===== src/rtl/fifo_tx_serializer_if.sv =====
// Read-side bundle between the byte FIFO and the serializer, plus the serial line status.
// master = serializer side, slave = FIFO/line side.
interface fifo_tx_serializer_if #(
  parameter int width = 8
) ();
  logic             enable;
  logic             empty;
  logic [width-1:0] fifo_data;
  logic             rd;
  logic             tx;
  logic             busy;
  logic             tx_done;

  modport master (
    input  enable,
    input  empty,
    input  fifo_data,
    output rd,
    output tx,
    output busy,
    output tx_done
  );

  modport slave (
    output enable,
    output empty,
    output fifo_data,
    input  rd,
    input  tx,
    input  busy,
    input  tx_done
  );
endinterface


===== src/rtl/fifo_tx_serializer.sv =====
// Pops bytes from the FIFO read port and sends each as a start/data(LSB first)/stop frame on tx.
// Optional even-parity bit between data and stop when FIFO_TX_PARITY_EN is defined.
module fifo_tx_serializer #(
  parameter int width        = 8,
  parameter int clks_per_bit = 4
) (
  input  logic                 rd_clk,
  input  logic                 reset_n,
  fifo_tx_serializer_if.master bus
);

  localparam int cnt_width = $clog2(clks_per_bit + 1);
  localparam int idx_width = (width > 1) ? $clog2(width) : 1;
  localparam logic [cnt_width-1:0] cnt_last = cnt_width'(clks_per_bit - 1);
  localparam logic [idx_width-1:0] idx_last = idx_width'(width - 1);

  typedef enum logic [2:0] {
    ST_IDLE,
    ST_POP,
    ST_LOAD,
    ST_START,
    ST_DATA,
`ifdef FIFO_TX_PARITY_EN
    ST_PARITY,
`endif
    ST_STOP
  } state_e;

  state_e               state_q, state_d;
  logic [cnt_width-1:0] cnt_q, cnt_d;
  logic [idx_width-1:0] idx_q, idx_d;
  logic [width-1:0]     shift_q, shift_d;
  logic                 rd_q, rd_d;
  logic                 tx_q, tx_d;
  logic                 busy_q, busy_d;
  logic                 tx_done_q, tx_done_d;
  logic                 bit_end;
`ifdef FIFO_TX_PARITY_EN
  logic                 parity_q, parity_d;
`endif

  assign bit_end = (cnt_q == cnt_last);

  always_comb begin
    // NOTE: every variable gets a default before the case so no path infers a latch.
    state_d = state_q;
    cnt_d   = cnt_q;
    idx_d   = idx_q;
    shift_d = shift_q;
`ifdef FIFO_TX_PARITY_EN
    parity_d = parity_q;
`endif

    case (state_q)
      ST_IDLE: if (bus.enable && !bus.empty) state_d = ST_POP;
      ST_POP:  state_d = ST_LOAD;
      ST_LOAD: begin
        // fifo_data is valid now, one cycle after the rd strobe.
        shift_d = bus.fifo_data;
        cnt_d   = '0;
        idx_d   = '0;
`ifdef FIFO_TX_PARITY_EN
        parity_d = ^bus.fifo_data;
`endif
        state_d = ST_START;
      end
      ST_START: begin
        if (bit_end) begin
          cnt_d   = '0;
          state_d = ST_DATA;
        end else begin
          cnt_d = cnt_q + cnt_width'(1);
        end
      end
      ST_DATA: begin
        if (bit_end) begin
          cnt_d   = '0;
          shift_d = shift_q >> 1;
          if (idx_q == idx_last) begin
            idx_d = '0;
`ifdef FIFO_TX_PARITY_EN
            state_d = ST_PARITY;
`else
            state_d = ST_STOP;
`endif
          end else begin
            idx_d = idx_q + idx_width'(1);
          end
        end else begin
          cnt_d = cnt_q + cnt_width'(1);
        end
      end
`ifdef FIFO_TX_PARITY_EN
      ST_PARITY: begin
        if (bit_end) begin
          cnt_d   = '0;
          state_d = ST_STOP;
        end else begin
          cnt_d = cnt_q + cnt_width'(1);
        end
      end
`endif
      ST_STOP: begin
        if (bit_end) begin
          cnt_d   = '0;
          state_d = ST_IDLE;
        end else begin
          cnt_d = cnt_q + cnt_width'(1);
        end
      end
      default: state_d = ST_IDLE;
    endcase

    // Outputs are decoded from the next state so they can be registered without extra latency.
    rd_d      = (state_d == ST_POP);
    busy_d    = (state_d != ST_IDLE);
    tx_done_d = (state_d == ST_STOP) && (cnt_d == cnt_last);
    case (state_d)
      ST_START:  tx_d = 1'b0;
      ST_DATA:   tx_d = shift_d[0];
`ifdef FIFO_TX_PARITY_EN
      ST_PARITY: tx_d = parity_d;
`endif
      default:   tx_d = 1'b1;
    endcase
  end

  // NOTE: non-blocking assignments so every register updates from pre-edge values.
  always_ff @(posedge rd_clk) begin
    if (!reset_n) begin
      state_q   <= ST_IDLE;
      cnt_q     <= '0;
      idx_q     <= '0;
      // NOTE: the shift register is reset as well; it is small and keeps tx free of X after reset.
      shift_q   <= '0;
      rd_q      <= 1'b0;
      tx_q      <= 1'b1;
      busy_q    <= 1'b0;
      tx_done_q <= 1'b0;
`ifdef FIFO_TX_PARITY_EN
      parity_q  <= 1'b0;
`endif
    end else begin
      state_q   <= state_d;
      cnt_q     <= cnt_d;
      idx_q     <= idx_d;
      shift_q   <= shift_d;
      rd_q      <= rd_d;
      tx_q      <= tx_d;
      busy_q    <= busy_d;
      tx_done_q <= tx_done_d;
`ifdef FIFO_TX_PARITY_EN
      parity_q  <= parity_d;
`endif
    end
  end

  assign bus.rd      = rd_q;
  assign bus.tx      = tx_q;
  assign bus.busy    = busy_q;
  assign bus.tx_done = tx_done_q;

endmodule


===== src/flat_wrapper.sv =====
// flat-port wrapper written by rule: the top's interface ports become plain ports
module fifo_tx_serializer_flat 
#(
  parameter int width        = 8,
  parameter int clks_per_bit = 4
)
  (rd_clk, reset_n, bus_enable, bus_empty, bus_fifo_data, bus_rd, bus_tx, bus_busy, bus_tx_done);
  fifo_tx_serializer_if #(.width(width)) bus_i ();
  input  logic rd_clk;
  input  logic reset_n;
  input wire logic [$bits(bus_i.enable)-1:0] bus_enable;
  input wire logic [$bits(bus_i.empty)-1:0] bus_empty;
  input wire logic [$bits(bus_i.fifo_data)-1:0] bus_fifo_data;
  output wire logic [$bits(bus_i.rd)-1:0] bus_rd;
  output wire logic [$bits(bus_i.tx)-1:0] bus_tx;
  output wire logic [$bits(bus_i.busy)-1:0] bus_busy;
  output wire logic [$bits(bus_i.tx_done)-1:0] bus_tx_done;
  assign bus_i.enable = bus_enable;
  assign bus_i.empty = bus_empty;
  assign bus_i.fifo_data = bus_fifo_data;
  assign bus_rd = bus_i.rd;
  assign bus_tx = bus_i.tx;
  assign bus_busy = bus_i.busy;
  assign bus_tx_done = bus_i.tx_done;
  fifo_tx_serializer #(.width(width), .clks_per_bit(clks_per_bit)) u_core (.rd_clk(rd_clk), .reset_n(reset_n), .bus(bus_i));
endmodule

===== config.mk =====
export PLATFORM = sky130hd
export DESIGN_NAME = fifo_tx_serializer_flat
export DESIGN_NICKNAME = d
export VERILOG_FILES = /design/src/rtl/fifo_tx_serializer_if.sv /design/src/rtl/fifo_tx_serializer.sv /design/src/flat_wrapper.sv
export SDC_FILE = /design/constraint.sdc
export NUM_CORES = 1
export LEC_CHECK = 0
export ABC_AREA = 1
export CAP_MARGIN = 10
export CORE_ASPECT_RATIO = 1.25
export CORE_MARGIN = 2
export CORE_UTILIZATION = 54
export CTS_BUF_LIST = sky130_fd_sc_hd__clkbuf_8
export DETAILED_ROUTE_END_ITERATION = 8
export PLACE_DENSITY = 0.8
export REMOVE_ABC_BUFFERS = 1
export SLEW_MARGIN = 10
export SYNTH_ARGS = -nofsm -noshare
export SYNTH_HDL_FRONTEND = slang
export SYNTH_SLANG_ARGS = --single-unit

===== constraint.sdc =====
create_clock -name rd_clk -period 1.8 [get_ports rd_clk]
set_input_delay 0.36 -clock rd_clk [delete_from_list [all_inputs] [get_ports rd_clk]]
set_output_delay 0.36 -clock rd_clk [all_outputs]
set_load 0.1 [all_outputs]

## Yosys cells after proc, flatten, opt, wreduce, memory -nomap -nowiden

Index checks and enable logic that the tools add are counted.

| operators by class | value |
|---|---|
| eq/ne operators | 13 |
| reduce and logical (&&, ||, !) cells | 8 |
| multiplexer cells | 14 |
| add/sub/neg operators | 2 |

Operator list:

| cell | number |
|---|---|
| $mux W3 | 8 |
| $pmux W3 S6 | 1 |
| $pmux W8 S2 | 1 |
| $eq A3 B2 Y1 const B | 5 |
| $eq A3 B3 Y1 const B | 5 |
| $pmux W3 S2 | 2 |
| $mux W8 | 1 |
| $add A3 B1 Y3 const B | 2 |
| $eq A3 B1 Y1 const B | 2 |
| $logic_not A3 Y1 | 1 |
| $reduce_bool A3 Y1 | 1 |
| $reduce_or A3 Y1 | 1 |
| $logic_and A1 B1 Y1 | 2 |
| $ne A2 B1 Y1 const B | 1 |
| $pmux W1 S2 | 1 |
| $reduce_and A2 Y1 | 1 |
| $reduce_bool A2 Y1 | 1 |
| $logic_not A1 Y1 | 1 |

| storage, ports and cells | value |
|---|---|
| word-level logic and storage cells | 46 |
| flip-flop bits (word level) | 21 |
| output and inout bits | 4 |
| bits of input ports | 12 |

## Longest topological paths before layout

Gate-level depths: netlist of the first run.

| logic depth | value |
|---|---|
| depth after elaboration | 6 |
| gate-level depth with buffers | 10 |
| mapped depth without buffers | 10 |

## Worst setup path after synthesis of the first run

Ideal clock, no wire load.

| timing | value |
|---|---|
| path kind | register -> register |
| start point | register u_core.cnt_q[0] |
| end point | register u_core.tx_q, in the netlist u_core.bus.tx |
| slack | 518 ps |
| library setup time | 117 ps |
| stages on the path, launching flop included | 8 |
| required time | 1683 ps |
| buffers on the path | 0 |
| arrival | 1166 ps |
| clock period less this slack | 1282 ps |
| cells stage by stage | dfxtp_1 -> ha_1 -> nand2_1 -> nor2_1 -> nor3_1 -> inv_1 -> a21oi_1 -> nand2_1 |

| on the way | value |
|---|---|
| longest elaborated chain between the ends | 5 |
| elaborated cells on any way between the ends | 10 |
| classes of those cells | eq/ne: 3; mux: 7 |

Ends and longest elaborated chain:

| what | line | RTL |
|---|---|---|
| from (decl) | fifo_tx_serializer.sv:30 | `logic [cnt_width-1:0] cnt_q, cnt_d;` |
| from (signal assigned) | fifo_tx_serializer.sv:145 | `cnt_q <= cnt_d;` |
| $eq A3 B2 Y1 * | fifo_tx_serializer.sv:42 | `assign bit_end = (cnt_q == cnt_last);` |
| $mux W3 (on tied branches) | fifo_tx_serializer.sv:104, fifo_tx_serializer.sv:68, fifo_tx_serializer.sv:76 |  |
| $pmux W3 S6 | fifo_tx_serializer.sv:54 | `case (state_q)` |
| $eq A3 B3 Y1 or $eq A3 B2 Y1 (tied branches) | fifo_tx_serializer.sv:118 | `case (state_d)` |
| $pmux W1 S2 * | fifo_tx_serializer.sv:118 |  |
| to (signal assigned) | fifo_tx_serializer.sv:149 | `tx_q <= tx_d;` |
| to (decl) | fifo_tx_serializer.sv:34 | `logic tx_q, tx_d;` |

Mark *: on every way between the ends. The rest lies on a longest branch, timed or not. The select of a mux whose other input is x is not followed.
A chain may end at the register's enable or synchronous reset.

## Final worst setup path of the first run

Same ends and word-level chain as after synthesis.

==> key figures, run 1 <==
Outcome
  – Status: completed

STA
  – Final Max Slew Viols: 0
  – Clock Skew: 1.59 ps
  – RSZ-0062 raised after global routing: false
  – Final setup fails: 0
  – Slew margin rel.: 68.6%
  – Period minus WS final: 1500 ps
  – Period utilization: 83.3%
  – Fmax: 667 MHz
  – Fin. Hold Viols: 0
  – Total negative slack: 0 ps
  – Slew @ Worst Pin: 470 ps

GRT
  – Number of global-route vias before repair: 846
  – Largest net degree at the start of global routing: 16
  – Overall routing resource usage: 20.9%
  – Initial antenna violation count: 0
  – Overflow after GRT: 0
  – First-pass GRT wire length: 3430 um

Setup path
  – CP top delay family: simple AND/OR/NAND/NOR gates
  – Max incr delay on CP: 360 ps
  – R2r startpoint: u_core.cnt_q[0]$_SDFF_PN0_
  – Worst Setup End Kind: flip-flop
  – Kind of critical path: reg2reg
  – R2R Path End: u_core.bus.tx$_SDFF_PN1_
  – CP Cell Sequence: ha_1, nand2_1, nor2_2, buf_4, nand2_1, nand3_2, inv_1, nand2_1, nand2_1
  – Worst R2R Setup Slack: 300 ps
  – FF-to-FF path depth: 9
  – Worst path slowest cell: dfxtp_1
  – CP bufs+invs: 2
  – Critical Path Start Type: flip-flop
  – CP max FO: 11
  – Data arrival, critical path: 1660 ps
  – Crit-path most repeated cell: nand2_1
  – Critical Path RT: 1960 ps

Synthesis
  – Synth Area in Compound Gates: 11.1%
  – Yosys Warn Count: 0
  – Top-area cell type share of the netlist area: 41.9%
  – Synth top area cells: dfxtp_1, nand2_1, nand3_1
  – Adder-cell share of the synthesized area: 3.75%
  – Post-Synth Simple-Gate Area: 35.3%
  – Mux cell area share after synthesis: 0%
  – Synth Register Bits: 21
  – Avg Cell Area, Syn: 7.32 sq um
  – Register area share after synthesis: 41.9%
  – Synth area leader: dfxtp_1
  – XOR/XNOR Fraction of Synth Area: 0%
  – Netlist Area Pre-Place: 1000 sq um
  – Netlist cell types: 21
  – Syn Inst Count: 137
  – Largest family of logic cells by synthesized area: simple AND/OR/NAND/NOR gates

Floorplan
  – Row cnt: 17
  – Die area: 2220 sq um
  – Starting Density: 56.8%
  – IO Pins: 16
  – Core area: 1770 sq um
  – Die W: 42.5 um
  – DIE HEIGHT: 52.2 um

Min path
  – Hold path startpoint: u_core.shift_q[7]$_SDFFE_PN0P_
  – Hold Crit Endpoint: u_core.shift_q[7]$_SDFFE_PN0P_
  – Hold Crit Class: reg2reg
  – Hold Crit Depth: 2

Route
  – Number of routed nets with antenna violations: 0
  – Drt first-iter violations: 44
  – DR vias/cell: 5.52
  – Routed WL per cell: 11.8 um
  – DRC violations left: 0
  – Vias: 960
  – Drt pass-1 iters: 4
  – Total wire length: 2050 um

Power
  – Worst IR drop on VDD: 0.000533 V
  – Pwr dens: 835 nW/um^2
  – Leakage power: 0.546 nW

Final layout
  – P&R area growth vs syn: 24.8%
  – Most common cell after layout, fill and taps aside: nand2_1
  – Most frequent cells in the layout: nand2_1, dfxtp_1, nor2_1
  – Layout cells sized above 1: 12.9%
  – Nets: 171
  – Post-layout util: 70.9%
  – # diodes: 0

CTS
  – Worst-path clk slew: 80 ps
  – Clock root buffer: clkbuf_8
  – # resized after CTS: 0
  – CTS tree: done
  – H-tree depth: 1
  – Clock Sink Count: 21
  – Max Buffers Root-to-Sink: 2
  – CTS Hold Bufs: 0
  – Post-CTS setup buffer count: 0
  – Total CTS buffers: 3
  – Clock latency on the worst-skew pair: 260 ps

Place
  – Post-DP HPWL: 1540 um
  – Port Buf Inserts: 15
  – Gpl congestion: 0.788

Run
  – Max-Cap Viols: 0
cells by family after synthesis:
group,count (synthesis)
adders and majority gates,3
DFF,21
and+or+nand+nor,76
AOI/OAI and AO/OA,20
buffers and inverters,17
per-layer routing:
| layer | vias up | part of all wire [%] | GRT usage (%) |
|---|---|---|---|
| met5 | - | 0 | 0 |
| met3 | 6 | 4.2 | 2.78 |
| met1 | 443 | 44 | 23.1 |
| met2 | 31 | 49 | 37.2 |
| met4 | 0 | 3.0 | 13.5 |
| li1 | 480 | - | - |
area by class of cell:
class | count | area, sq um
fillers | 138 | 514
multi-input cells | 99 | 503
flip-flops and latches | 21 | 420
repair buffers | 17 | 205
inverters | 14 | 52.6
clock buffers | 3 | 41.3
well taps | 19 | 23.8
clock inverters | 1 | 5.00
worst min-delay path, cell delays in order, from the launching register on:
cell	delay, ps
dfxtp_1	310
nand2_1	60
a21oi_1	50
worst max path at each step:
stage | startpoint | to | slack, ps | depth (start not counted)
6_report | u_core.cnt_q[0]$_SDFF_PN0_ | u_core.bus.tx$_SDFF_PN1_ | 300 | 9
3_5_place_dp | reset_n | u_core.bus.tx$_SDFF_PN1_ | 270 | 4
4_1_cts | u_core.cnt_q[0]$_SDFF_PN0_ | u_core.bus.tx$_SDFF_PN1_ | 310 | 9
5_1_grt | u_core.cnt_q[0]$_SDFF_PN0_ | u_core.bus.tx$_SDFF_PN1_ | 180 | 9
2_1_floorplan | u_core.cnt_q[0]$_SDFF_PN0_ | u_core.bus.tx$_SDFF_PN1_ | 330 | 8
3_3_place_gp | reset_n | u_core.bus.tx$_SDFF_PN1_ | 300 | 4
Yosys cell counts:
library cell,count
a21oi_1,10
a22oi_1,3
a31oi_1,3
buf_6,2
clkbuf_1,1
dfxtp_1,21
ha_1,3
inv_1,11
inv_2,3
nand2_1,37
nand2_4,1
nand3_1,11
nand3_2,1
nor2_1,14
nor2_2,3
nor2_8,1
nor3_1,6
nor3_2,1
nor3b_1,1
o21ai_0,1
o21ai_1,3
power breakdown:
group | leakage [nW] | internal, mW | switching [mW]
Sequential | 0.171 | 0.493 | 0.0224
Combinational | 0.349 | 0.0919 | 0.128
Clock | 0.0255 | 0.154 | 0.155
Total | 0.546 | 0.739 | 0.306
through the flow:
| step | area (sq um) | hold slack (ps) | total power [mW] | std cells | setup slack (ps) |
|---|---|---|---|---|---|
| 2_1_floorplan | 976 | 440 | 0.661 | 134 | 326 |
| 3_3_place_gp | 1200 | 450 | 0.741 | 170 | 301 |
| 3_5_place_dp | 1200 | 455 | 0.745 | 170 | 275 |
| 4_1_cts | 1250 | 465 | 1.05 | 174 | 312 |
| 5_1_grt | 1250 | 484 | 1.09 | 174 | 177 |
| 6_report | 1250 | 459 | 1.05 | 174 | 300 |
registers in the layout, indices dropped and copies added, names as in the netlist:
register            cells
u_core.shift_q          8
u_core.cnt_q            3
u_core.idx_q            3
u_core.state_q          3
u_core.bus.busy         1
u_core.bus.rd           1
u_core.bus.tx           1
u_core.bus.tx_done      1
Power figures use the tool's default switching activity.
==> run 2: changes to the inputs <==
--- a/config.mk
+++ b/config.mk
@@ -9,10 +9,10 @@
 export CAP_MARGIN = 10
 export CORE_ASPECT_RATIO = 1.25
 export CORE_MARGIN = 2
-export CORE_UTILIZATION = 54
+export CORE_UTILIZATION = 49
 export CTS_BUF_LIST = sky130_fd_sc_hd__clkbuf_8
 export DETAILED_ROUTE_END_ITERATION = 8
-export PLACE_DENSITY = 0.8
+export PLACE_DENSITY = 0.77
 export REMOVE_ABC_BUFFERS = 1
 export SLEW_MARGIN = 10
 export SYNTH_ARGS = -nofsm -noshare
==> constraint.sdc (replaced) <==
create_clock -name rd_clk -period 1.29 [get_ports rd_clk]
set_input_delay 0.258 -clock rd_clk [delete_from_list [all_inputs] [get_ports rd_clk]]
set_output_delay 0.258 -clock rd_clk [all_outputs]
set_load 0.1 [all_outputs]
==> key figures, run 2 (synthesized netlist as in run 1, its figures left out) <==
STA
  – RSZ-0062 raised after global routing: true (was false)
  – Fmax: 745 MHz (was 667 MHz)
  – Period utilization: 104% (was 83.3%)
  – Slew @ Worst Pin: 505 ps (was 470 ps)
  – Total negative slack: -281 ps (was 0 ps)
  – Final Max Slew Viols: 0 (unchanged)
  – Period minus WS final: 1340 ps (was 1500 ps)
  – Fin. Hold Viols: 0 (unchanged)
  – Clock Skew: 1.46 ps (was 1.59 ps)
  – Slew margin rel.: 66.3% (was 68.6%)
  – Final setup fails: 12 (was 0)
  – Final setup margin: -51.4 ps (was 300 ps)

Outcome
  – Status: finished with violations (was completed)
  – Violated checks: negative setup slack

CTS
  – CTS tree: done (unchanged)
  – Total CTS buffers: 3 (unchanged)
  – Max Buffers Root-to-Sink: 2 (unchanged)
  – Worst-path clk slew: 70 ps (was 80 ps)
  – Clock latency on the worst-skew pair: 260 ps (about the same)
  – Clock root buffer: clkbuf_8 (unchanged)
  – Clock Sink Count: 21 (unchanged)
  – H-tree depth: 1 (unchanged)

Power
  – Worst IR drop on VDD: 0.000962 V (was 0.000533 V)
  – Leakage power: 0.627 nW (was 0.546 nW)
  – Pwr dens: 1030 nW/um^2 (was 835 nW/um^2)
  – Total power: 1.50 mW (was 1.05 mW)

Route
  – Drt pass-1 iters: 4 (unchanged)
  – Total wire length: 2570 um (was 2050 um)
  – Routed WL per cell: 13.5 um (was 11.8 um)
  – Vias: 1,060 (was 960)
  – Drt first-iter violations: 15 (was 44)
  – Number of routed nets with antenna violations: 0 (unchanged)
  – DR vias/cell: 5.58 (was 5.52)
  – DRC violations left: 0 (unchanged)

Floorplan
  – DIE HEIGHT: 54.6 um (was 52.2 um)
  – IO Pins: 16 (unchanged)
  – Row cnt: 18 (was 17)
  – Die area: 2430 sq um (was 2220 sq um)
  – Core area: 1960 sq um (was 1770 sq um)
  – Die W: 44.5 um (was 42.5 um)
  – Starting Density: 51.1% (was 56.8%)

Setup path
  – CP max FO: 5 (was 11)
  – CP startpoint: u_core.cnt_q[1]$_SDFF_PN0_ (was u_core.cnt_q[0]$_SDFF_PN0_)
  – Worst path slowest cell: dfxtp_2 (was dfxtp_1)
  – Data arrival, critical path: 1470 ps (was 1660 ps)
  – R2r startpoint: u_core.cnt_q[1]$_SDFF_PN0_ (was u_core.cnt_q[0]$_SDFF_PN0_)
  – Worst Setup End Kind: flip-flop (unchanged)
  – Max incr delay on CP: 350 ps (was 360 ps)
  – Worst R2R Setup Slack: -50 ps (was 300 ps)
  – CP Cell Sequence: ha_4, nand2_2, buf_6, nor2_4, buf_6, nor2_4, a21oi_2, nor3_2 (was ha_1, nand2_1, nor2_2, buf_4, nand2_1, nand3_2, inv_1, nand2_1, nand2_1)
  – Kind of critical path: reg2reg (unchanged)
  – Critical Path RT: 1420 ps (was 1960 ps)
  – Critical Path Start Type: flip-flop (unchanged)

Min path
  – Hold path startpoint: u_core.shift_q[7]$_SDFFE_PN0P_ (unchanged)
  – Hold Crit Class: reg2reg (unchanged)

Final layout
  – Layout cells sized above 1: 31.2% (was 12.9%)
  – P&R area growth vs syn: 45.3% (was 24.8%)
  – Top reg by flops: u_core.shift_q (unchanged)
  – # diodes: 0 (unchanged)
  – Most frequent cells in the layout: nand2_1, dfxtp_1, buf_4 (was nand2_1, dfxtp_1, nor2_1)
  – Nets: 186 (was 171)
  – Most common cell after layout, fill and taps aside: nand2_1 (unchanged)
  – Max FFs per register: 8 (unchanged)
  – Fin area: 1460 sq um (was 1250 sq um)

Place
  – Port Buf Inserts: 15 (unchanged)
  – Cell Area, Placed: 1300 sq um (was 1200 sq um)
  – Post-DP HPWL: 1700 um (was 1540 um)
  – Gpl congestion: 0.872 (was 0.788)

GRT
  – Largest net degree at the start of global routing: 16 (unchanged)
  – First-pass GRT wire length: 4170 um (was 3430 um)
  – Overall routing resource usage: 24.2% (was 20.9%)
  – Initial antenna violation count: 0 (unchanged)
  – Number of global-route vias before repair: 1,024 (was 846)
  – Overflow after GRT: 0 (unchanged)

Run
  – Max-Cap Viols: 0 (unchanged)
==> run 2: cell types whose count changed in the layout (fill, tap and decap cells not counted), sizes merged <==
cell,before,now
clkinv,1,0
nor2,18,19
buf,6,20
inv,14,15
==> run 2: critical path: cells and delay by family, from the launching register on <==
kind | cells | cell delay [ps]
DFF | 1 | 350
and+or+nand+nor | 4 | 300
buffers and inverters | 2 | 270
adders and majority gates | 1 | 160
AOI/OAI and AO/OA | 1 | 120
==> run 2: final cells by class <==
cell class              instances  area, sq um
repair buffers                 31          318
multi-input cells             100          584
clock buffers                   3         41.3
clock inverters                 1         3.75
fillers                       145          503
flip-flops and latches         21          427
inverters                      14         57.6
well taps                      20         25.0
==> run 2: where the power goes <==
part	total, mW	internal, mW	switching (mW)	leakage [nW]
registers	0.724	0.690	0.0346	0.173
clock network	0.418	0.212	0.206	0.0269
logic	0.353	0.154	0.199	0.426
==> run 2: path summary, 6_finish.rpt <==
path / end / depth (start not counted)
worst min register to register: u_core.shift_q[7]$_SDFFE_PN0P_ / 2
worst max-delay path: u_core.idx_q[2]$_SDFFE_PN0P_ / 8
worst max register to register: u_core.idx_q[2]$_SDFFE_PN0P_ / 8
worst min-delay path: u_core.shift_q[7]$_SDFFE_PN0P_ / 2
==> run 2: routing by layer <==
metal | track usage [%] | vias to the layer above | share of wire (%)
li1 | - | 516 | -
met1 | 23.0 | 497 | 37
met2 | 46.3 | 32 | 55
met3 | 3.30 | 15 | 3.4
met4 | 18.7 | 0 | 5.0
met5 | 0 | - | 0
==> run 2: stage by stage <==
| stage | setup WS [ps] | hold slack (ps) | cells | util (%) |
|---|---|---|---|---|
| 6_report | -51.4 | 466 | 190 | 74.3 |
| 5_1_grt | -155 | 500 | 190 | 74.3 |
| 4_1_cts | -2.13 | 467 | 190 | 72.9 |
| 3_5_place_dp | -164 | 456 | 184 | 66.5 |
| 3_3_place_gp | -119 | 447 | 184 | 66.5 |
| 2_1_floorplan | -184 | 369 | 134 | - |
==> run 2: timing repair <==
item | CTS | global route
gates resized for setup | 17 | 11
buffers inserted | 1 | 0
hold buffers | 0 | 0
setup endpoints to repair | 17 | 17
cloned | 1 | 0
pin swaps | 6 | 7
==> run 3: changes to the inputs <==
--- a/config.mk
+++ b/config.mk
@@ -5,14 +5,13 @@
 export SDC_FILE = /design/constraint.sdc
 export NUM_CORES = 1
 export LEC_CHECK = 0
-export ABC_AREA = 1
 export CAP_MARGIN = 10
 export CORE_ASPECT_RATIO = 1.25
 export CORE_MARGIN = 2
 export CORE_UTILIZATION = 49
 export CTS_BUF_LIST = sky130_fd_sc_hd__clkbuf_8
 export DETAILED_ROUTE_END_ITERATION = 8
-export PLACE_DENSITY = 0.77
+export PLACE_DENSITY = 0.76
 export REMOVE_ABC_BUFFERS = 1
 export SLEW_MARGIN = 10
 export SYNTH_ARGS = -nofsm -noshare
==> key figures, run 3 <==
Final layout
  – Fillers: 99 (was 145)
  – Most frequent cells in the layout: buf_4, dfxtp_1, clkdlybuf4s50_1 (was nand2_1, dfxtp_1, buf_4)
  – Seq. cell area: 438 sq um (was 427 sq um)
  – Most common cell after layout, fill and taps aside: buf_4 (was nand2_1)
  – # diodes: 0 (unchanged)
  – Max FFs per register: 8 (unchanged)
  – Multi-input logic area: 763 sq um (was 584 sq um)
  – Layout cells sized above 1: 54.1% (was 31.2%)
  – Top reg by flops: u_core.shift_q (unchanged)
  – Nets: 173 (was 186)
  – P&R area growth vs syn: 67.0% (was 45.3%)
  – Post-layout util: 87.6% (was 74.3%)

STA
  – Slew @ Worst Pin: 307 ps (was 505 ps)
  – Fin. Hold Viols: 0 (unchanged)
  – WHS: 459 ps (was 466 ps)
  – Slew margin rel.: 79.1% (was 66.3%)
  – Clock Skew: 1.07 ps (was 1.46 ps)
  – Fmax: 647 MHz (was 745 MHz)
  – Final setup margin: -255 ps (was -51.4 ps)
  – Period minus WS final: 1550 ps (was 1340 ps)
  – Final setup fails: 17 (was 12)
  – RSZ-0062 raised after global routing: true (unchanged)
  – Final Max Slew Viols: 0 (unchanged)
  – Period utilization: 120% (was 104%)
  – Total negative slack: -1610 ps (was -281 ps)

Floorplan
  – Die area: 2530 sq um (was 2430 sq um)
  – IO Pins: 16 (unchanged)
  – Row cnt: 18 (unchanged)
  – Starting Density: 52.4% (was 51.1%)
  – DIE HEIGHT: 55.8 um (was 54.6 um)
  – Die W: 45.4 um (was 44.5 um)
  – Core area: 2000 sq um (was 1960 sq um)

Place
  – Place WS: -362 ps (was -164 ps)
  – Gpl congestion: 0.824 (was 0.872)
  – Post-DP HPWL: 1850 um (was 1700 um)
  – Port Buf Inserts: 15 (unchanged)

Synthesis
  – Synth top area cells: dfxtp_1, a21oi_1, a22oi_1 (was dfxtp_1, nand2_1, nand3_1)
  – Post-synth top flop: dfxtp_1 (unchanged)
  – Syn Inst Count: 111 (was 137)
  – Most frequent cell after synthesis: dfxtp_1 (was nand2_1)
  – Netlist Area Pre-Place: 1050 sq um (was 1000 sq um)
  – Synth area leader: dfxtp_1 (unchanged)
  – Top-area cell type share of the netlist area: 40.0% (was 41.9%)
  – Avg Cell Area, Syn: 9.47 sq um (was 7.32 sq um)
  – Register area share after synthesis: 40.0% (was 41.9%)
  – Netlist cell types: 40 (was 21)
  – Synth Register Bits: 21 (unchanged)
  – Synth cell count leaders: dfxtp_1, a21oi_1, nand2_1, a22oi_1, nor2_1 (was nand2_1, dfxtp_1, nor2_1, inv_1, nand3_1)
  – Number of synthesized flops with an enable pin: 0 (unchanged)
  – Yosys Warn Count: 0 (unchanged)
  – Asr flop ratio synth: 0% (unchanged)

Route
  – Total wire length: 3260 um (was 2570 um)
  – Drt pass-1 iters: 4 (unchanged)
  – DR vias/cell: 5.98 (was 5.58)
  – Drt first-iter violations: 41 (was 15)
  – DRC violations left: 0 (unchanged)
  – Number of routed nets with antenna violations: 0 (unchanged)
  – Vias: 1,058 (was 1,060)
  – Routed WL per cell: 18.4 um (was 13.5 um)

Setup path
  – CP max FO: 5 (unchanged)
  – R2R Path End: u_core.bus.tx$_SDFF_PN1_ (was u_core.idx_q[2]$_SDFFE_PN0P_)
  – CP top delay family: compound AO/OA/AOI/OAI gates (was flip-flops)
  – Critical Path RT: 1440 ps (was 1420 ps)
  – Max incr delay on CP: 370 ps (was 350 ps)
  – CP Cell Sequence: ha_4, nor2b_4, a32o_2, a2111oi_4, mux2i_1 (was ha_4, nand2_2, buf_6, nor2_4, buf_6, nor2_4, a21oi_2, nor3_2)
  – Data arrival, critical path: 1700 ps (was 1470 ps)
  – Critical Path Start Type: flip-flop (unchanged)
  – Worst path slowest cell: a2111oi_4 (was dfxtp_2)
  – FF-to-FF path depth: 5 (was 8)
  – CP bufs+invs: 0 (was 2)
  – Worst R2R Setup Slack: -260 ps (was -50 ps)
  – R2r startpoint: u_core.cnt_q[0]$_SDFF_PN0_ (was u_core.cnt_q[1]$_SDFF_PN0_)
  – Worst Setup End Kind: flip-flop (unchanged)
  – Kind of critical path: reg2reg (unchanged)

CTS
  – Total CTS buffers: 3 (unchanged)
  – Clock root buffer: clkbuf_8 (unchanged)
  – Worst-path clk slew: 80 ps (was 70 ps)
  – Clock Sink Count: 21 (unchanged)
  – H-tree depth: 1 (unchanged)
  – CTS tree: done (unchanged)
  – Clock latency on the worst-skew pair: 270 ps (was 260 ps)
  – CTS Hold Bufs: 0 (unchanged)
  – Max Buffers Root-to-Sink: 2 (unchanged)

GRT
  – Largest net degree at the start of global routing: 13 (was 16)
  – Overflow after GRT: 0 (unchanged)
  – Initial antenna violation count: 0 (unchanged)
  – Number of global-route vias before repair: 1,043 (was 1,024)
  – First-pass GRT wire length: 4510 um (was 4170 um)
  – Overall routing resource usage: 24.6% (was 24.2%)

Power
  – Pwr dens: 884 nW/um^2 (was 1030 nW/um^2)
  – Leakage power: 0.678 nW (was 0.627 nW)
  – Total power: 1.55 mW (was 1.50 mW)
  – Worst IR drop on VDD: 0.00119 V (was 0.000962 V)

Min path
  – Hold Crit Depth: 2 (unchanged)
  – Hold path startpoint: u_core.shift_q[2]$_SDFFE_PN0P_ (was u_core.shift_q[7]$_SDFFE_PN0P_)
  – Hold Crit Endpoint: u_core.shift_q[2]$_SDFFE_PN0P_ (was u_core.shift_q[7]$_SDFFE_PN0P_)
  – Hold Crit Class: reg2reg (unchanged)

Run
  – Max-Cap Viols: 0 (unchanged)

Outcome
  – Violated checks: negative setup slack (unchanged)
  – Status: finished with violations (unchanged)
-- run 3: cell types whose count changed after synthesis, sizes merged, moves of 4 or more --
cell / delta
nand2: -26
a22oi: +4
nand3: -12
nor2: -12
nor3: -5
nor2b: +4
inv: -12
-- run 3: tightest hold or removal path, delay by kind of cell (launching register included) --
kind / cells / cell delay, ps
compound gates: 1 / 50
flops: 1 / 320
simple gates: 1 / 50
-- run 3: worst max path at each step --
| stage | start | slack [ps] | depth (start not counted) | to |
|---|---|---|---|---|
| after floorplan | u_core.state_q[1]$_SDFF_PN0_ | -530 | 4 | u_core.bus.tx$_SDFF_PN1_ |
| after global placement | reset_n | -300 | 4 | u_core.bus.tx$_SDFF_PN1_ |
| after detailed placement | bus_enable | -360 | 5 | u_core.bus.rd$_SDFF_PN0_ |
| after CTS | u_core.cnt_q[0]$_SDFF_PN0_ | -190 | 5 | u_core.bus.tx$_SDFF_PN1_ |
| after global routing | u_core.cnt_q[0]$_SDFF_PN0_ | -290 | 5 | u_core.bus.tx$_SDFF_PN1_ |
| final | u_core.cnt_q[0]$_SDFF_PN0_ | -260 | 5 | u_core.bus.tx$_SDFF_PN1_ |
-- run 3: kinds of logic after synthesis --
logic type	count (synthesis)	synth area share, %
AOI/OAI and AO/OA	34	23.5
xor gates and xnor gates	1	0.833
buffers and inverters	10	5.36
DFF	21	40.0
adders and majority gates	3	3.57
and+or+nand+nor	39	23.9
muxes	3	2.86
-- run 3: what timing repair did --
| action | CTS | global route |
|---|---|---|
| setup buffers | 4 | 3 |
| pin swaps | 9 | 11 |
| resized for setup | 28 | 27 |
| setup endpoints to repair | 19 | 17 |
| cloned | 1 | 0 |
-- run 3: routing by layer --
| metal | global-route usage, % | vias up | wire length, um |
|---|---|---|---|
| li1 | - | 504 | - |
| met1 | 25.2 | 503 | 1230 |
| met5 | 0 | - | 0 |
| met2 | 41.6 | 42 | 1780 |
| met3 | 2.27 | 9 | 107 |
| met4 | 21.0 | 0 | 144 |
-- run 3: cell type report --
| class | instances | share of cell area (%) |
|---|---|---|
| Tap cell | 20 | 1.43 |
| Sequential cell | 21 | 24.9 |
| Multi-Input combinational cell | 80 | 43.5 |
| Clock inverter | 1 | 0.285 |
| Timing Repair Buffer | 49 | 26.9 |
| Clock buffer | 3 | 2.35 |
| Inverter | 3 | 0.641 |
-- run 3: through the flow --
step / std cells / area [sq um]
2_1_floorplan: 104 / 1010
3_3_place_gp: 165 / 1420
3_5_place_dp: 165 / 1420
4_1_cts: 174 / 1610
5_1_grt: 177 / 1760
6_report: 177 / 1760
-- run 3: power breakdown --
part           leakage, nW  switching [mW]  internal, mW
Clock               0.0255           0.241         0.217
Sequential           0.175          0.0317         0.676
Combinational        0.477           0.187         0.200
